[config.mk]
export PLATFORM = sky130hd
export DESIGN_NAME = counter_seq
export DESIGN_NICKNAME = d
export VERILOG_FILES = /design/src/rtl/counter_seq.sv
export SDC_FILE = /design/constraint.sdc
export NUM_CORES = 1
export LEC_CHECK = 0
export CELL_PAD_IN_SITES_DETAIL_PLACEMENT = 2
export CELL_PAD_IN_SITES_GLOBAL_PLACEMENT = 2
export CORE_UTILIZATION = 22
export DETAILED_ROUTE_END_ITERATION = 6
export PLACE_DENSITY = 0.83
export SLEW_MARGIN = 20
export SYNTH_ARGS = -nofsm -noshare
export SYNTH_HDL_FRONTEND = slang
export SYNTH_SLANG_ARGS = --single-unit
export TNS_END_PERCENT = 100
[constraint.sdc]
create_clock -name clk -period 1.5 [get_ports clk]
set_input_delay 0.3 -clock clk [delete_from_list [all_inputs] [get_ports clk]]
set_output_delay 0.3 -clock clk [all_outputs]
set_load 0.02 [all_outputs]
[src/rtl/counter_seq.sv]
// Armed up/down counter: counts user steps in RUN, stops in DONE on a terminal-count match.
// One-cycle latency from inputs to registered outputs; no backpressure, every qualifying step is taken.
module counter_seq #(
   parameter int WIDTH    = 4,
   parameter bit MODE_SAT = 1'b0
) (
   input  logic             clk,
   input  logic             R,
   input  logic             start,
   input  logic             clr,
   input  logic             ld,
   input  logic [WIDTH-1:0] ld_val,
   input  logic             E,
   input  logic             dir,
   input  logic [WIDTH-1:0] data,
   output logic [WIDTH-1:0] cnt,
   output logic             tc,
   output logic             ovf,
   output logic             busy,
   output logic             done
);

   typedef enum logic [1:0] {
      IDLE = 2'd0,
      RUN  = 2'd1,
      DONE = 2'd2
   } state_t;

   localparam logic [WIDTH-1:0] CNT_MAX = '1;
   localparam logic [WIDTH-1:0] CNT_ONE = WIDTH'(1);

   state_t           state, state_nxt;
   logic [WIDTH-1:0] cnt_nxt;
   logic [WIDTH-1:0] cnt_step;
   logic             tc_nxt, ovf_nxt;
   logic             at_bound;

   // Boundary is direction-dependent: all-ones going up, zero going down.
   assign at_bound = dir ? (cnt == CNT_MAX) : (cnt == '0);

   always_comb begin
      if (at_bound && MODE_SAT) begin
         cnt_step = cnt;
      end else if (dir) begin
         cnt_step = cnt + CNT_ONE;
      end else begin
         cnt_step = cnt - CNT_ONE;
      end
   end

   always_comb begin
      state_nxt = state;
      cnt_nxt   = cnt;
      tc_nxt    = 1'b0;
      ovf_nxt   = 1'b0;
      if (clr) begin
         state_nxt = IDLE;
         cnt_nxt   = '0;
      end else if (ld) begin
         cnt_nxt = ld_val;
      end else begin
         case (state)
            IDLE, DONE: begin
               if (start) begin
                  state_nxt = RUN;
                  cnt_nxt   = '0;
               end
            end
            RUN: begin
               // start re-arms the run and takes precedence over a step.
               if (start) begin
                  cnt_nxt = '0;
               end else if (E) begin
                  cnt_nxt = cnt_step;
                  ovf_nxt = at_bound;
                  if (cnt == data) begin
                     tc_nxt    = 1'b1;
                     state_nxt = DONE;
                  end
               end
            end
            default: begin
               state_nxt = IDLE;
               cnt_nxt   = '0;
            end
         endcase
      end
   end

   always_ff @(posedge clk) begin
      if (!R) begin
         state <= IDLE;
         cnt   <= '0;
         tc    <= 1'b0;
         ovf   <= 1'b0;
      end else begin
         state <= state_nxt;
         cnt   <= cnt_nxt;
         tc    <= tc_nxt;
         ovf   <= ovf_nxt;
      end
   end

   assign busy = (state == RUN);
   assign done = (state == DONE);

endmodule

Word-level counts from Yosys, hierarchy flattened --
Index checks and enable logic that the tools add are counted.
Word-level totals: register bits 8, output and inout port bits 8
Cells by class: eq/ne operators 10, mux-type cells 13, reduce and logical (&&, ||, !) cells 7, bitwise gates (word level) 4, add/subtract/negate cells 2
Operators by type and width (count):
- $mux W4 | 5
- $mux W2 | 4
- $pmux W4 S2 | 1
- $ne A2 B2 Y1 const B | 3
- $reduce_or A6 Y1 | 1
- $reduce_and A5 Y1 | 1
- $add A4 B1 Y4 const B | 1
- $eq A4 B4 Y1 | 1
- $eq A4 B4 Y1 const B | 1
- $logic_not A4 Y1 | 1
- $ne A4 B4 Y1 const B | 1
- $not A1 Y1 | 4
- $pmux W2 S2 | 1
- $reduce_or A2 Y1 | 2
- $sub A4 B1 Y4 const B | 1
- $ne A3 B3 Y1 const B | 1
- $eq A2 B1 Y1 const B | 1
- $eq A2 B2 Y1 const B | 1
- $logic_not A2 Y1 | 1
- $mux W1 | 2
- $ne A2 B1 Y1 const B | 1
- $reduce_and A2 Y1 | 1

Logic depth before layout (Yosys ltp) --
Gate-level depths: netlist of the first run.
depth in word-level cells 6, mapped depth 6, depth with buffers taken out 6

Least setup slack after synthesis of the first run --
Ideal clock, no wire load.
path kind register to register, start point reg cnt[0], end point reg cnt[2], clock period less this slack 1.544 ns, required time 1.414 ns, data arrival time 1.458 ns, slack -0.044 ns, buffers on the path 0, cell stages (with the launch flop) 6, cell sequence dfxtp_1 -> inv_1 -> fa_1 -> xnor2_1 -> a22oi_1 -> a211oi_1
Between the ends: longest elaborated chain between the ends 6, elaborated cells between the ends (all ways) 7, classes of those cells add/sub (2); mux (5)
RTL lines:
- from (decl) | RTL line 16 | output logic [WIDTH-1:0] cnt,
- from (signal assigned) | RTL line 98 | cnt <= cnt_nxt;
- $sub A4 B1 Y4 / $add A4 B1 Y4 (equally long branches) | RTL line 47, 45
- $mux W4 (*) | RTL line 44 | end else if (dir) begin
- $mux W4 (*) | RTL line 73 | end else if (E) begin
- $mux W4 (*) | RTL line 71 | if (start) begin
- $pmux W4 S2 (*) | RTL line 62 | case (state)
- $mux W4 (*) | RTL line 59 | end else if (ld) begin
Every way passes the cells marked *; elsewhere a longest branch is shown, timed or not. The select of a mux whose other input is x is not followed. A chain may end at the register's enable or synchronous reset.

Worst setup path in the final report of the first run --
start point in start, end point reg cnt[1]
Between the ends: longest elaborated chain between the ends 3, elaborated cells between the ends (all ways) 6, classes of those cells eq/ne (2); mux (3); reduce/logical (1)
RTL lines:
- from (decl) | RTL line 9 | input logic start,
- $mux W4 | RTL line 71
- $pmux W4 S2 | RTL line 62
- $mux W4 | RTL line 59
Several ways; a longest one is shown, not always the timed one.

==> results by group, run 1 <==
Status
  • Status: complete, no violations

Critical path
  • Setup crit start: start
  • Slowest cell on the critical path: or4b_1
  • Buffers and inverters on the worst path: 1
  • Critical Path RT: 1.66 ns
  • R2R depth: 5
  • Max FO, Critical Path: 2
  • Crit path arrival time: between 1.5 and 2 ns
  • Critical-path cell list: clkdlybuf4s50_1, or4b_1, nor2_1, a21oi_1, a211oi_1
  • Delay-heaviest family, CP: simple AND/OR/NAND/NOR gates
  • Worst r2r dst: cnt[1]$_SDFFE_PP0P_
  • CP peak stage delay: 0.52 ns
  • Worst setup SP type: primary input
  • Worst reg2reg startpoint: state[0]$_SDFFE_PP0P_
  • Crit Path Category: primary input to flip-flop
  • Register-to-register setup slack: 0.06 ns
  • Crit end category: flip-flop

STA
  • RSZ-0062 raised after global routing: no
  • Worst-margin pin slew: approximately 0.28 ns
  • Post-route setup TNS: 0 ns
  • Fin worst setup slack: 0.0319 ns
  • Fmax: 681 MHz
  • Pins over their slew limit: 0
  • Final Critical Period: approximately 1.5 ns
  • Clock Skew: 0.00742 ns
  • Max_slew headroom: 81.1%
  • Final Cycle Share: 97.9%
  • Final Hold Fails: 0
  • Final setup viols: 0

Placement
  • Area post-placement: 848 um2
  • Dpl ws: -0.535 ns
  • # port buffers: 22
  • Gpl congestion: approximately 0.82
  • Hpwl dp: 1550 um

Synth
  • Yosys warning count: 0
  • Count of cell types in the netlist: 28
  • Mapped Nets: 81
  • Area fraction of the dominant cell type after synthesis: a little over 30%
  • Register bit total from synthesis: 8
  • Cell taking the most area after synthesis: dfxtp_1
  • Sequential share of the synthesized area: 30.3%
  • Mapped Cells: 63
  • Mapped Avg Cell Area: 8.38 um2
  • Mapped Area: 528 um2
  • Top cells by area, synth: dfxtp_1 30%, xnor2_1 8.3%, ha_1 4.7%

Finish
  • ANT cells: 0
  • Nets: 117
  • Finished Core Util: 39.7%
  • Fin area: just under 900 um2
  • Share of cells above drive strength 1: 26.8%
  • Area Overhead vs Synth: 67.8%

Min path
  • Hold path start: dir
  • Hold Crit Depth: 3
  • Hold EP: ovf$_SDFF_PP0_
  • Worst hold path class: primary input to flip-flop

Power and ir drop
  • VDD IR max: 0.255 mV
  • P_leak: 0.404 nW
  • Pwr dens: 627 nW/um2

Clock network
  • Sink Count: 8
  • CTS tree: yes
  • CTS Hold Bufs: 0
  • Clk slew on worst S/H paths: 0.07 ns
  • Clock buffer depth: 2
  • TritonCTS buffer count: 3
  • H-tree depth: 1
  • Root buffer cell: clkbuf_4
  • Worst skew pair latency: 0.25 ns

Die
  • Row count: 17
  • Die ar.: 2600 um2
  • Starting Density: 23.6%
  • Die Y: 51.0 um
  • I/O pin count: 23
  • Core region area: 2230 um2
  • Die Width: slightly above 50 um

Route
  • DRC: 0
  • Drt pass-1 iters: 2
  • Wire length per cell: 16.2 um
  • Via density: 4.92
  • Vias: 615
  • Routed Antenna Nets: 0
  • Drt total wl: about 2000 um
  • Initial DRC count: 3

Global route
  • Largest net degree at the start of global routing: 10
  • Global-route usage over all layers: approximately 18%
  • Number of global-route vias before repair: 698
  • Initial antenna violation count: 0
  • Grt ovf: 0
  • First-pass GRT wire length: 3370 um

Run
  • Max Cap Violations: 0
==> power by group <==
group | switching [mW] | internal (mW) | leakage (nW)
Clock | 0.0840 | 0.0921 | 0.0138
Sequential | 0.00713 | 0.218 | 0.0658
Combinational | 0.0708 | 0.0835 | 0.324
==> cell type report <==
type | instances | area [um2]
clock buffers | 3 | 22.5
well taps | 28 | 35.0
fillers | 267 | 1350
repair buffers | 32 | 280
multi-input cells | 51 | 374
flip-flops and latches | 8 | 163
inverters | 3 | 11.3
==> metal layers <==
metal  up-vias  global-route usage, %  part of all wire [%]  wire [um]
li1        298                      -                     -          -
met1       296                   19.3                    40        818
met2        19                   34.9                    54       1100
met3         2                   3.27                   4.4         90
met4         0                   4.17                  0.79         16
met5         -                      0                     0          0
==> cells in the final DEF (no fill, tap or decap), types with 2 or more instances in the layout <==
cell | netlist | routed
clkdlybuf4s50_1 | 0 | 13
buf_4 | 0 | 10
dfxtp_1 | 8 | 6
nand3_1 | 5 | 5
nor2_1 | 6 | 5
xnor2_1 | 5 | 4
dlygate4sd2_1 | 0 | 4
nor2b_1 | 3 | 3
inv_1 | 3 | 3
nand2_1 | 4 | 3
a21oi_1 | 3 | 3
a211oi_1 | 3 | 3
clkbuf_4 | 0 | 3
clkbuf_2 | 0 | 3
a22oi_1 | 2 | 2
ha_1 | 2 | 2
dfxtp_2 | 0 | 2
dlymetal6s2s_1 | 0 | 2
==> synthesized netlist by cell type <==
master and count:
xnor2_1 5, nand3_1 5, or4b_1 1, ha_1 2
and2_1 1, a21o_1 1, nor2b_1 3, nand2_1 4
inv_1 3, dfxtp_1 8, fa_1 1, nand4_1 1
a31oi_1 1, mux2i_1 1, or2b_1 1, o21ai_0 2
a21oi_1 3, nor4_1 2, nor2_1 6, and2b_2 1
xor2_1 1, and3_1 1, a211oi_1 3, buf_6 1
o22ai_1 1, nor3_1 1, a22oi_1 2, o221a_2 1
==> stage by stage <==
step	hold WS (ns)	power (mW)	cells
finish	0.401	0.556	125
global route	0.448	0.584	125
CTS	0.535	0.559	125
detailed placement	0.528	0.380	122
global placement	0.519	0.373	122
floorplan	0.452	0.295	63
==> worst max-delay path by stage <==
stage,to,cells after the start
2_1_floorplan,cnt[2]$_SDFFE_PP0P_,5
3_3_place_gp,cnt[3]$_SDFFE_PP0P_,7
3_5_place_dp,cnt[3]$_SDFFE_PP0P_,7
4_1_cts,done,3
5_1_grt,cnt[3]$_SDFFE_PP0P_,5
6_report,cnt[1]$_SDFFE_PP0P_,5
==> repair_timing <==
action                                  4_1_cts  5_1_grt
setup buffers                                 0        0
pin swaps                                     2        0
endpoints found under the setup margin       10        9
gates resized for setup                       9       15
==> registers in the layout (all words and copies together), names as in the netlist <==
signal / flops
cnt: 4
ovf: 1
state: 2
tc: 1
==> cell families (layout without fill, tap and decap cells) <==
family | Yosys count | in the layout | share of synthesized area [%]
AOI/OAI and AO/OA | 14 | 14 | 17.8
xor gates and xnor gates | 6 | 6 | 9.95
adders and majority gates | 3 | 3 | 8.53
buffers and inverters | 4 | 38 | 4.27
DFF | 8 | 8 | 30.3
muxes | 1 | 1 | 1.90
and+or+nand+nor | 27 | 27 | 27.3
==> worst register-to-register path: stages (launching register included) <==
cell and delay (ns):
dfxtp_1 0.35, buf_4 0.15, or4b_1 0.45, nor2_1 0.10
a21oi_1 0.05, a211oi_1 0.23
Note: power is estimated with default switching activity, not from simulation.
==> inputs of run 2 (changes only) <==
CORE_UTILIZATION = 25   (was 22)
CTS_BUF_LIST = sky130_fd_sc_hd__clkbuf_4 sky130_fd_sc_hd__clkbuf_8   (was not set)
PLACE_DENSITY = 0.91   (was 0.83)
clock period = 1.85 ns   (was 1.5 ns; I/O delays follow)
==> results by group, run 2 (synthesized netlist as in run 1, its figures left out) <==
Finish
  • ANT cells: 0 (unchanged)
  • Fin cells: 116 (-7.2%)
  • Share of cells above drive strength 1: 7.87% (-19 points)
  • Nets: 109 (-6.8%)
  • Filler cells: 221 (-17%)
  • Most frequent cells in the layout: 19 x clkdlybuf4s50_1, 8 x dfxtp_1, 6 x nor2_1
  • Max reg flops: 4 (unchanged)
  • Commonest non-fill, non-tap cell in the layout: clkdlybuf4s50_1
  • Fin area: 808 um2 (-8.8%)
  • Area Overhead vs Synth: 53.1%
  • Finished Core Util: 40.8% (+1.1 points)
  • Biggest regs: cnt (4), state (2)
  • Top reg by flops: cnt

Status
  • Status: complete, no violations

Route
  • Routed Antenna Nets: 0 (unchanged)
  • DRC: 0 (unchanged)
  • Vias: 597 (-2.9%)
  • Initial DRC count: 10 (+7)
  • Drt total wl: 1950 um (-4.1%)
  • Via density: 5.15 (+4.6%)
  • Drt pass-1 iters: 4 (+2)
  • Wire length per cell: 16.8 um (+3.3%)

Power and ir drop
  • P_leak: 0.314 nW (-22%)
  • Total Power: 438 uW (-21%)
  • Pwr dens: 541 nW/um2 (-14%)
  • VDD IR max: 0.244 mV (-4.6%)

Placement
  • Hpwl dp: 1570 um (+0.91%)
  • Dpl ws: -0.220 ns (+0.315 ns)
  • Gpl congestion: 0.806 (-1.8%)
  • Placed Cells incl. Taps: 113 (-7.4%)
  • Area post-placement: 786 um2 (-7.4%)
  • # port buffers: 22 (unchanged)

STA
  • Post-route setup TNS: 0 ns (unchanged)
  • Worst-margin pin slew: 0.356 ns (+0.0748 ns)
  • Clock Skew: 0.000410 ns (-0.00701 ns)
  • Fmax: roughly 560 MHz
  • Max_slew headroom: 76.1% (-5.1 points)
  • Pins over their slew limit: 0 (unchanged)
  • Final Critical Period: 1.79 ns
  • Final Cycle Share: 96.8%
  • RSZ-0062 raised after global routing: no
  • Fin worst setup slack: 0.0584 ns (+0.0265 ns)
  • Final setup viols: 0 (unchanged)
  • Final hold slack: 0.519 ns (+0.118 ns)
  • Final Hold Fails: 0 (unchanged)

Critical path
  • Delay-heaviest family, CP: buffers and inverters
  • Buffers and inverters on the worst path: 1 (unchanged)
  • Critical Path RT: 1.48 ns (-0.18 ns)
  • CP peak stage delay: 0.67 ns (+0.15 ns)
  • Register-to-register setup slack: 0.22 ns (+0.16 ns)
  • Max FO, Critical Path: 6 (+4)
  • Critical-path cell list: clkdlybuf4s50_1
  • Crit path arrival time: 1.42 ns (-0.21 ns)
  • Crit end category: output pin
  • Worst setup SP type: flip-flop
  • Slowest cell on the critical path: clkdlybuf4s50_1
  • Crit Path Category: flip-flop to output pin

Global route
  • First-pass GRT wire length: 2880 um (-14%)
  • Number of global-route vias before repair: 636 (-8.9%)
  • Grt ovf: 0 (unchanged)
  • Global-route usage over all layers: 19.2% (+1.4 points)
  • Largest net degree at the start of global routing: 10 (unchanged)
  • Initial antenna violation count: 0 (unchanged)

Die
  • Die Width: 48.0 um (-6.0%)
  • Die Y: 48.0 um (-6.0%)
  • Row count: 16 (-1)
  • Die ar.: 2300 um2 (-12%)
  • Starting Density: 26.6% (+3.0 points)
  • Core region area: 1980 um2 (-11%)
  • I/O pin count: 23 (unchanged)

Clock network
  • Sink Count: 8 (unchanged)
  • TritonCTS buffer count: 3 (unchanged)
  • H-tree depth: 1 (unchanged)
  • Root buffer cell: clkbuf_4
  • Setup Fix Bufs, Post-CTS: 0 (unchanged)
  • CTS tree: yes
  • Clock buffer depth: 2 (unchanged)
  • Worst skew pair latency: 0.26 ns (about the same)
  • Clk slew on worst S/H paths: 0.06 ns (about the same)

Min path
  • Worst hold path class: primary input to flip-flop

Run
  • Max Cap Violations: 0 (unchanged)
-- run 2: timing repair --
item / CTS / global route
hold buffers: 0 / 0
endpoints found under the setup margin: 2 / 1
endpoints found under the hold margin: 0 / 0
resized for setup: 2 / 1
-- run 2: worst paths after layout --
path | start | endpoint | depth (start not counted)
worst min-delay path | dir | ovf$_SDFF_PP0_ | 3
worst max register to register | cnt[0]$_SDFFE_PP0P_ | cnt[2]$_SDFFE_PP0P_ | 5
worst max-delay path | cnt[3]$_SDFFE_PP0P_ | cnt[3] | 1
worst min register to register | cnt[1]$_SDFFE_PP0P_ | cnt[1]$_SDFFE_PP0P_ | 2
-- run 2: cell type report --
| cell class | instances | area [um2] | share of cell area (%) |
|---|---|---|---|
| Sequential cell | 8 | 160 | 19.8 |
| Clock buffer | 3 | 22.5 | 2.79 |
| Timing Repair Buffer | 24 | 235 | 29.1 |
| Inverter | 3 | 11.3 | 1.39 |
| Tap cell | 27 | 33.8 | 4.18 |
| Multi-Input combinational cell | 51 | 345 | 42.7 |
-- run 2: per-layer routing --
layer	up-vias	wire (um)	GRT usage, %	share of wire [%]
met5	-	0	0	0
met4	0	54	12.2	2.8
met3	6	118	6.04	6.1
met2	24	990	33.0	51
met1	288	782	20.2	40
li1	279	-	-	-
-- run 2: where the power goes --
part           internal, mW  switching (mW)
clock network        0.0750          0.0696
registers             0.177         0.00933
logic                0.0597          0.0472
total                 0.311           0.126
